==> config.mk <==
export PLATFORM = sky130hd
export DESIGN_NAME = bit_serial_alu_sequencer_flat
export DESIGN_NICKNAME = d
export VERILOG_FILES = /design/src/rtl/bit_serial_alu_sequencer_pkg.sv /design/src/rtl/bit_serial_alu_sequencer_if.sv /design/src/rtl/bit_serial_alu_sequencer_fa.sv /design/src/rtl/bit_serial_alu_sequencer.sv /design/src/flat_wrapper.sv
export SDC_FILE = /design/constraint.sdc
export NUM_CORES = 1
export LEC_CHECK = 0
export CORE_MARGIN = 5
export CORE_UTILIZATION = 47
export DETAILED_ROUTE_END_ITERATION = 8
export PLACE_DENSITY = 0.8
export REMOVE_ABC_BUFFERS = 1
export SLEW_MARGIN = 20
export SYNTH_ARGS = -nofsm -noshare
export SYNTH_HDL_FRONTEND = slang
export SYNTH_SLANG_ARGS = --single-unit
==> constraint.sdc <==
create_clock -name clock -period 1.55 [get_ports clock]
set_clock_uncertainty 0.15 [all_clocks]
set_input_delay 0.2325 -clock clock [delete_from_list [all_inputs] [get_ports clock]]
set_output_delay 0.2325 -clock clock [all_outputs]
set_load 0.02 [all_outputs]
==> src/rtl/bit_serial_alu_sequencer_pkg.sv <==
// rtl/bit_serial_alu_sequencer_pkg.sv - shared opcode/state types for the bit-serial ALU sequencer
package alu_seq_pkg;

    typedef enum logic [1:0] {
        OP_ADD = 2'b00,
        OP_SUB = 2'b01,
        OP_ADC = 2'b10,
        OP_CMP = 2'b11
    } aluOp_t;

    typedef enum logic [1:0] {
        IDLE = 2'b00,
        RUN  = 2'b01,
        DONE = 2'b10
    } seqState_t;

    // Subtraction is done as A + ~B + 1, so SUB and CMP feed an inverted B.
    function automatic logic invertsB(input aluOp_t op);
        return (op == OP_SUB) || (op == OP_CMP);
    endfunction

endpackage

==> src/rtl/bit_serial_alu_sequencer_if.sv <==
// rtl/bit_serial_alu_sequencer_if.sv - request/response bundle between a host and the bit-serial ALU
interface bit_serial_alu_sequencer_if #(
    parameter int WIDTH = 8
);
    logic             start;
    logic [1:0]       opSelect;
    logic [WIDTH-1:0] operandA;
    logic [WIDTH-1:0] operandB;
    logic             carryIn;
    logic             busy;
    logic             done;
    logic [WIDTH-1:0] result;
    logic             carryOut;
    logic             overflow;
    logic             zero;

    modport master (
        output start, opSelect, operandA, operandB, carryIn,
        input  busy, done, result, carryOut, overflow, zero
    );

    modport slave (
        input  start, opSelect, operandA, operandB, carryIn,
        output busy, done, result, carryOut, overflow, zero
    );
endinterface

==> src/rtl/bit_serial_alu_sequencer_fa.sv <==
// rtl/bit_serial_alu_sequencer_fa.sv - single-bit full adder cell used by the serial datapath
module SingleBitFullAdder (
    input  logic a,
    input  logic b,
    input  logic carryIn,
    output logic sum,
    output logic carryOut
);
    assign sum      = a ^ b ^ carryIn;
    assign carryOut = (a & b) | (carryIn & (a ^ b));
endmodule

==> src/rtl/bit_serial_alu_sequencer.sv <==
// rtl/bit_serial_alu_sequencer.sv - WIDTH-bit add/sub/compare run LSB first through one full adder
module bit_serial_alu_sequencer
    import alu_seq_pkg::*;
#(
    parameter int WIDTH = 8
) (
    input  logic clock,
    input  logic reset,
    bit_serial_alu_sequencer_if.slave aluBus
);
    localparam int CNT_W = (WIDTH > 2) ? $clog2(WIDTH) : 1;

    seqState_t          state;
    seqState_t          nextState;
    aluOp_t             opReg;
    aluOp_t             opIn;
    logic [WIDTH-1:0]   aShift;
    logic [WIDTH-1:0]   bShift;
    logic [WIDTH-2:0]   sumShift;
    logic [WIDTH-1:0]   sumNext;
    logic               carryReg;
    logic               nonZero;
    logic [CNT_W-1:0]   bitCount;
    logic               sumBit;
    logic               carryBit;
    logic               accept;
    logic               lastBit;

    assign opIn    = aluOp_t'(aluBus.opSelect);
    assign sumNext = {sumBit, sumShift};

    SingleBitFullAdder serialAdder (
        .a        (aShift[0]),
        .b        (bShift[0]),
        .carryIn  (carryReg),
        .sum      (sumBit),
        .carryOut (carryBit)
    );

    always_ff @(posedge clock or posedge reset) begin
        if (reset) begin
            state <= IDLE;
        end else begin
            state <= nextState;
        end
    end

    always_comb begin
        nextState   = state;
        accept      = 1'b0;
        lastBit     = 1'b0;
        aluBus.busy = 1'b0;
        aluBus.done = 1'b0;
        unique case (state)
            IDLE: begin
                if (aluBus.start) begin
                    accept    = 1'b1;
                    nextState = RUN;
                end
            end
            RUN: begin
                aluBus.busy = 1'b1;
                if (bitCount == CNT_W'(WIDTH - 1)) begin
                    lastBit   = 1'b1;
                    nextState = DONE;
                end
            end
            DONE: begin
                aluBus.busy = 1'b1;
                aluBus.done = 1'b1;
                nextState   = IDLE;
            end
            default: nextState = IDLE;
        endcase
    end

    // Result and flags are registered on the last RUN edge so they first appear in the done cycle.
    always_ff @(posedge clock or posedge reset) begin
        if (reset) begin
            opReg           <= OP_ADD;
            aShift          <= '0;
            bShift          <= '0;
            sumShift        <= '0;
            carryReg        <= 1'b0;
            nonZero         <= 1'b0;
            bitCount        <= '0;
            aluBus.result   <= '0;
            aluBus.carryOut <= 1'b0;
            aluBus.overflow <= 1'b0;
            aluBus.zero     <= 1'b0;
        end else if (accept) begin
            opReg    <= opIn;
            aShift   <= aluBus.operandA;
            bShift   <= invertsB(opIn) ? ~aluBus.operandB : aluBus.operandB;
            carryReg <= (opIn == OP_ADC) ? aluBus.carryIn : invertsB(opIn);
            nonZero  <= 1'b0;
            bitCount <= '0;
        end else if (state == RUN) begin
            aShift   <= aShift >> 1;
            bShift   <= bShift >> 1;
            sumShift <= sumNext[WIDTH-1:1];
            carryReg <= carryBit;
            nonZero  <= nonZero | sumBit;
            if (lastBit) begin
                if (opReg != OP_CMP) begin
                    aluBus.result <= sumNext;
                end
                aluBus.carryOut <= carryBit;
                // carryReg here is the carry into the MSB
                aluBus.overflow <= carryReg ^ carryBit;
                aluBus.zero     <= ~(nonZero | sumBit);
            end else begin
                bitCount <= bitCount + 1'b1;
            end
        end
    end
endmodule

==> src/flat_wrapper.sv <==
// flat-port wrapper written by rule: the top's interface ports become plain ports
module bit_serial_alu_sequencer_flat import alu_seq_pkg::*;
#(
    parameter int WIDTH = 8
)
  (clock, reset, aluBus_start, aluBus_opSelect, aluBus_operandA, aluBus_operandB, aluBus_carryIn, aluBus_busy, aluBus_done, aluBus_result, aluBus_carryOut, aluBus_overflow, aluBus_zero);
  bit_serial_alu_sequencer_if #(.WIDTH(WIDTH)) aluBus_i ();
  input  logic clock;
  input  logic reset;
  input wire logic [$bits(aluBus_i.start)-1:0] aluBus_start;
  input wire logic [$bits(aluBus_i.opSelect)-1:0] aluBus_opSelect;
  input wire logic [$bits(aluBus_i.operandA)-1:0] aluBus_operandA;
  input wire logic [$bits(aluBus_i.operandB)-1:0] aluBus_operandB;
  input wire logic [$bits(aluBus_i.carryIn)-1:0] aluBus_carryIn;
  output wire logic [$bits(aluBus_i.busy)-1:0] aluBus_busy;
  output wire logic [$bits(aluBus_i.done)-1:0] aluBus_done;
  output wire logic [$bits(aluBus_i.result)-1:0] aluBus_result;
  output wire logic [$bits(aluBus_i.carryOut)-1:0] aluBus_carryOut;
  output wire logic [$bits(aluBus_i.overflow)-1:0] aluBus_overflow;
  output wire logic [$bits(aluBus_i.zero)-1:0] aluBus_zero;
  assign aluBus_i.start = aluBus_start;
  assign aluBus_i.opSelect = aluBus_opSelect;
  assign aluBus_i.operandA = aluBus_operandA;
  assign aluBus_i.operandB = aluBus_operandB;
  assign aluBus_i.carryIn = aluBus_carryIn;
  assign aluBus_busy = aluBus_i.busy;
  assign aluBus_done = aluBus_i.done;
  assign aluBus_result = aluBus_i.result;
  assign aluBus_carryOut = aluBus_i.carryOut;
  assign aluBus_overflow = aluBus_i.overflow;
  assign aluBus_zero = aluBus_i.zero;
  bit_serial_alu_sequencer #(.WIDTH(WIDTH)) u_core (.clock(clock), .reset(reset), .aluBus(aluBus_i));
endmodule
==> impl_metrics.tcl <==
set metrics [dict create \
    cts_tree "yes" \
    ys_top_cells_by_area "dfrtp_1 53%, mux2i_1 8.4%, mux2_2 8.3%" \
    antenna_found_initial 0 \
    wl_per_cell_um 12.75 \
    setup_tns_ns -0.05909 \
    grt_pass1_vias 1302 \
    io_buffer_count 34 \
    regToRegSetupSlack_ns -0.03 \
    first_pass_iters 4 \
    fin_util_pct 64.88 \
    fmaxAchievable_mhz 632.8 \
    path_max_fanout 4 \
    final_common_cell "dfrtp_1" \
    grt_pass1_wl_um 5699 \
    worstHoldPathType "in2async" \
    cp_slowest_cell "dfrtp_1" \
    syn-instance-count 165 \
    critPathRequiredTime_ns 1.58 \
    cts_buffer_depth 2 \
    p_per_area_mw_per_mm2 1846 \
    fin_crit_ns 1.580 \
    fp-row-count 24 \
    globalRoute.totalOverflow 0 \
    initial_core_util_pct 47.71 \
    drtAntennaViolNets 0 \
    grt.total_usage_pct 13.28 \
    setup_ws_ns -0.03038 \
    cp_top_family "flip-flops" \
    antenna_cells 0 \
    die_w_um 75.79 \
    hold_buffers 0 \
    path_buf_inv 1 \
    area.growth.synth_to_final_pct 35.98 \
    setup_viol 2 \
    cts_root_buffer "clkbuf_8" \
    multi_input_area_um2 974.7 \
    cp-end-kind "flip-flop" \
    critPathMaxStageDelay_ns 0.41 \
    worstPathCellList "buf_6, ha_4, nor2b_4, a21oi_4, mux2_4" \
    die_h_um 75.79 \
    worstSetupStartpointType "flip-flop" \
    layout_common_cells "43 x dfrtp_1, 25 x nand2_1, 21 x clkdlybuf4s50_1" \
    cts.clk_slew.worst_paths_ns 0.08 \
    nFillCells 340 \
    worst_slew_margin_rel_pct 84.70 \
    criticalPathCategory "reg2reg" \
    crit_arrival_ns 1.61 \
    startpoint "u_core.state[0]" \
    place_inst 260 \
    rsz0062_at_grt "yes" \
    tightest_slew_ns 0.2296 \
    synth_top_area_cell "dfrtp_1" \
    p_leak_uw 0.001305 \
    yosysWarnings 0 \
    drt-initial-drc-count 47 \
    grt_max_degree 44 \
    final_nets 249 \
    synth-seq-cells 43 \
    min_period_over_period_pct 102.0 \
    via_per_inst 4.926 \
    ys_types 26 \
    regArea_mm2 0.001076 \
    final_cells 272 \
    drive_above_1_share_pct 30.00 \
    dpl.hpwl_um 2388 \
    drc 0 \
    drv_slew 0 \
    io_pins 35 \
    synth-seq-area-share_pct 52.89 \
    synth_top_cell_area_share_pct 52.89 \
    htreeDepth 2 \
    synthArstFlopShare_pct 100.0 \
    failed_checks "negative setup slack" \
    coreArea_mm2 0.004264 \
    gp_routability_congestion 0.6932 \
    status "complete, but fails checks" \
    wl_um 3468 \
    numCtsBuffers 5 \
    netlist_area_mm2 0.002034 \
    dp_worst_setup_slack_ns -0.1792 \
    die-area_mm2 0.005744 \
    timing.rr.start "u_core.state[0]" \
    hold_viol_final 0 \
    ir_drop_uv 928.0 \
    max-cap-violations 0 \
    synth_edf_count 0 \
    syn-mean-instance-area_um2 12.33 \
    cts.sinks 43 \
    vias 1340 \
    clkLatencyLatePin_ns 0.29 \
    synth_top_flop_cell "dfrtp_1" \
]
==> metal layers <==
| layer | vias up | GRT usage [%] | routed length (um) |
|---|---|---|---|
| met2 | 32 | 21.58 | 1688 |
| met3 | 7 | 4.485 | 233 |
| li1 | 664 | - | - |
| met4 | 0 | 5.243 | 56 |
| met1 | 637 | 16.22 | 1489 |
| met5 | - | 0 | 0 |
==> synthesized netlist by cell type (2+ instances only) <==
cell and number:
a21oi_1 2, buf_2 6, dfrtp_1 43, ha_1 7, inv_1 4, mux2_2 15
mux2_4 3, mux2i_1 17, nand2_1 25, nand3b_1 2, nor2_1 4, o21ai_0 10
o21ai_1 6, xnor2_1 3, xor2_1 7
==> final cells by class <==
cell class	count	area share, %
Sequential cell	43	38.90
Multi-Input combinational cell	110	35.23
Timing Repair Buffer	55	19.36
Clock buffer	8	3.618
Tap cell	52	2.352
Inverter	4	0.5427
==> final timing paths <==
kind,to,depth (start not counted)
setup / recovery,u_core.state[0],5
hold / removal,u_core.aluBus.result[4],3
setup reg to reg,u_core.state[0],5
hold reg to reg,u_core.aluBus.zero,1
max in group asynchronous,u_core.opReg[0],3
min in group clock,u_core.aShift[7],3
==> power breakdown <==
group          switching [uW]  leakage, uW  internal (uW)
combinational            1090     0.000706           1380
clock                     358    0.0000515            406
sequential                284     0.000548           1600
==> tightest hold or removal path, delay by kind of cell <==
family                 cells  cell delay (ns)
buffers and inverters      3             0.73
==> cells by family after synthesis <==
| kind of cell | count (synthesis) | share of synthesized area, % |
|---|---|---|
| AO/OA/AOI/OAI | 21 | 5.597 |
| buffers and inverters | 12 | 3.751 |
| XOR/XNOR | 10 | 4.305 |
| AND/OR/NAND/NOR | 36 | 9.287 |
| multiplexers | 35 | 18.88 |
| flip-flops | 43 | 52.89 |
| adder cells (fa/ha/maj) | 8 | 5.289 |
==> sequential cells by signal, indices dropped and copies added (netlist names) <==
| register | cells |
|---|---|
| u_core.aluBus.zero | 1 |
| u_core.aluBus.overflow | 1 |
| u_core.nonZero | 1 |
| u_core.aluBus.carryOut | 1 |
| u_core.carryReg | 1 |
| u_core.aluBus.result | 8 |
| u_core.bitCount | 3 |
| u_core.sumShift | 7 |
| u_core.opReg | 2 |
| u_core.bShift | 8 |
| u_core.state | 2 |
| u_core.aShift | 8 |
==> what timing repair did <==
item	4_1_cts	5_1_grt
pin swaps	2	4
setup buffers	1	3
endpoints found under the setup margin	47	32
gates cloned	0	0
resized for setup	31	19
==> metrics by stage <==
stage | power [uW] | hold WS (ns) | area (um^2)
after CTS | 4915 | 0.1469 | 2680
final | 5108 | 0.1398 | 2766
after global placement | 4027 | 0.2912 | 2544
after global routing | 5474 | 0.1752 | 2766
after detailed placement | 4096 | 0.3033 | 2544
after floorplan | 3277 | 0.1879 | 1973
(Power assumes the default switching activity.)
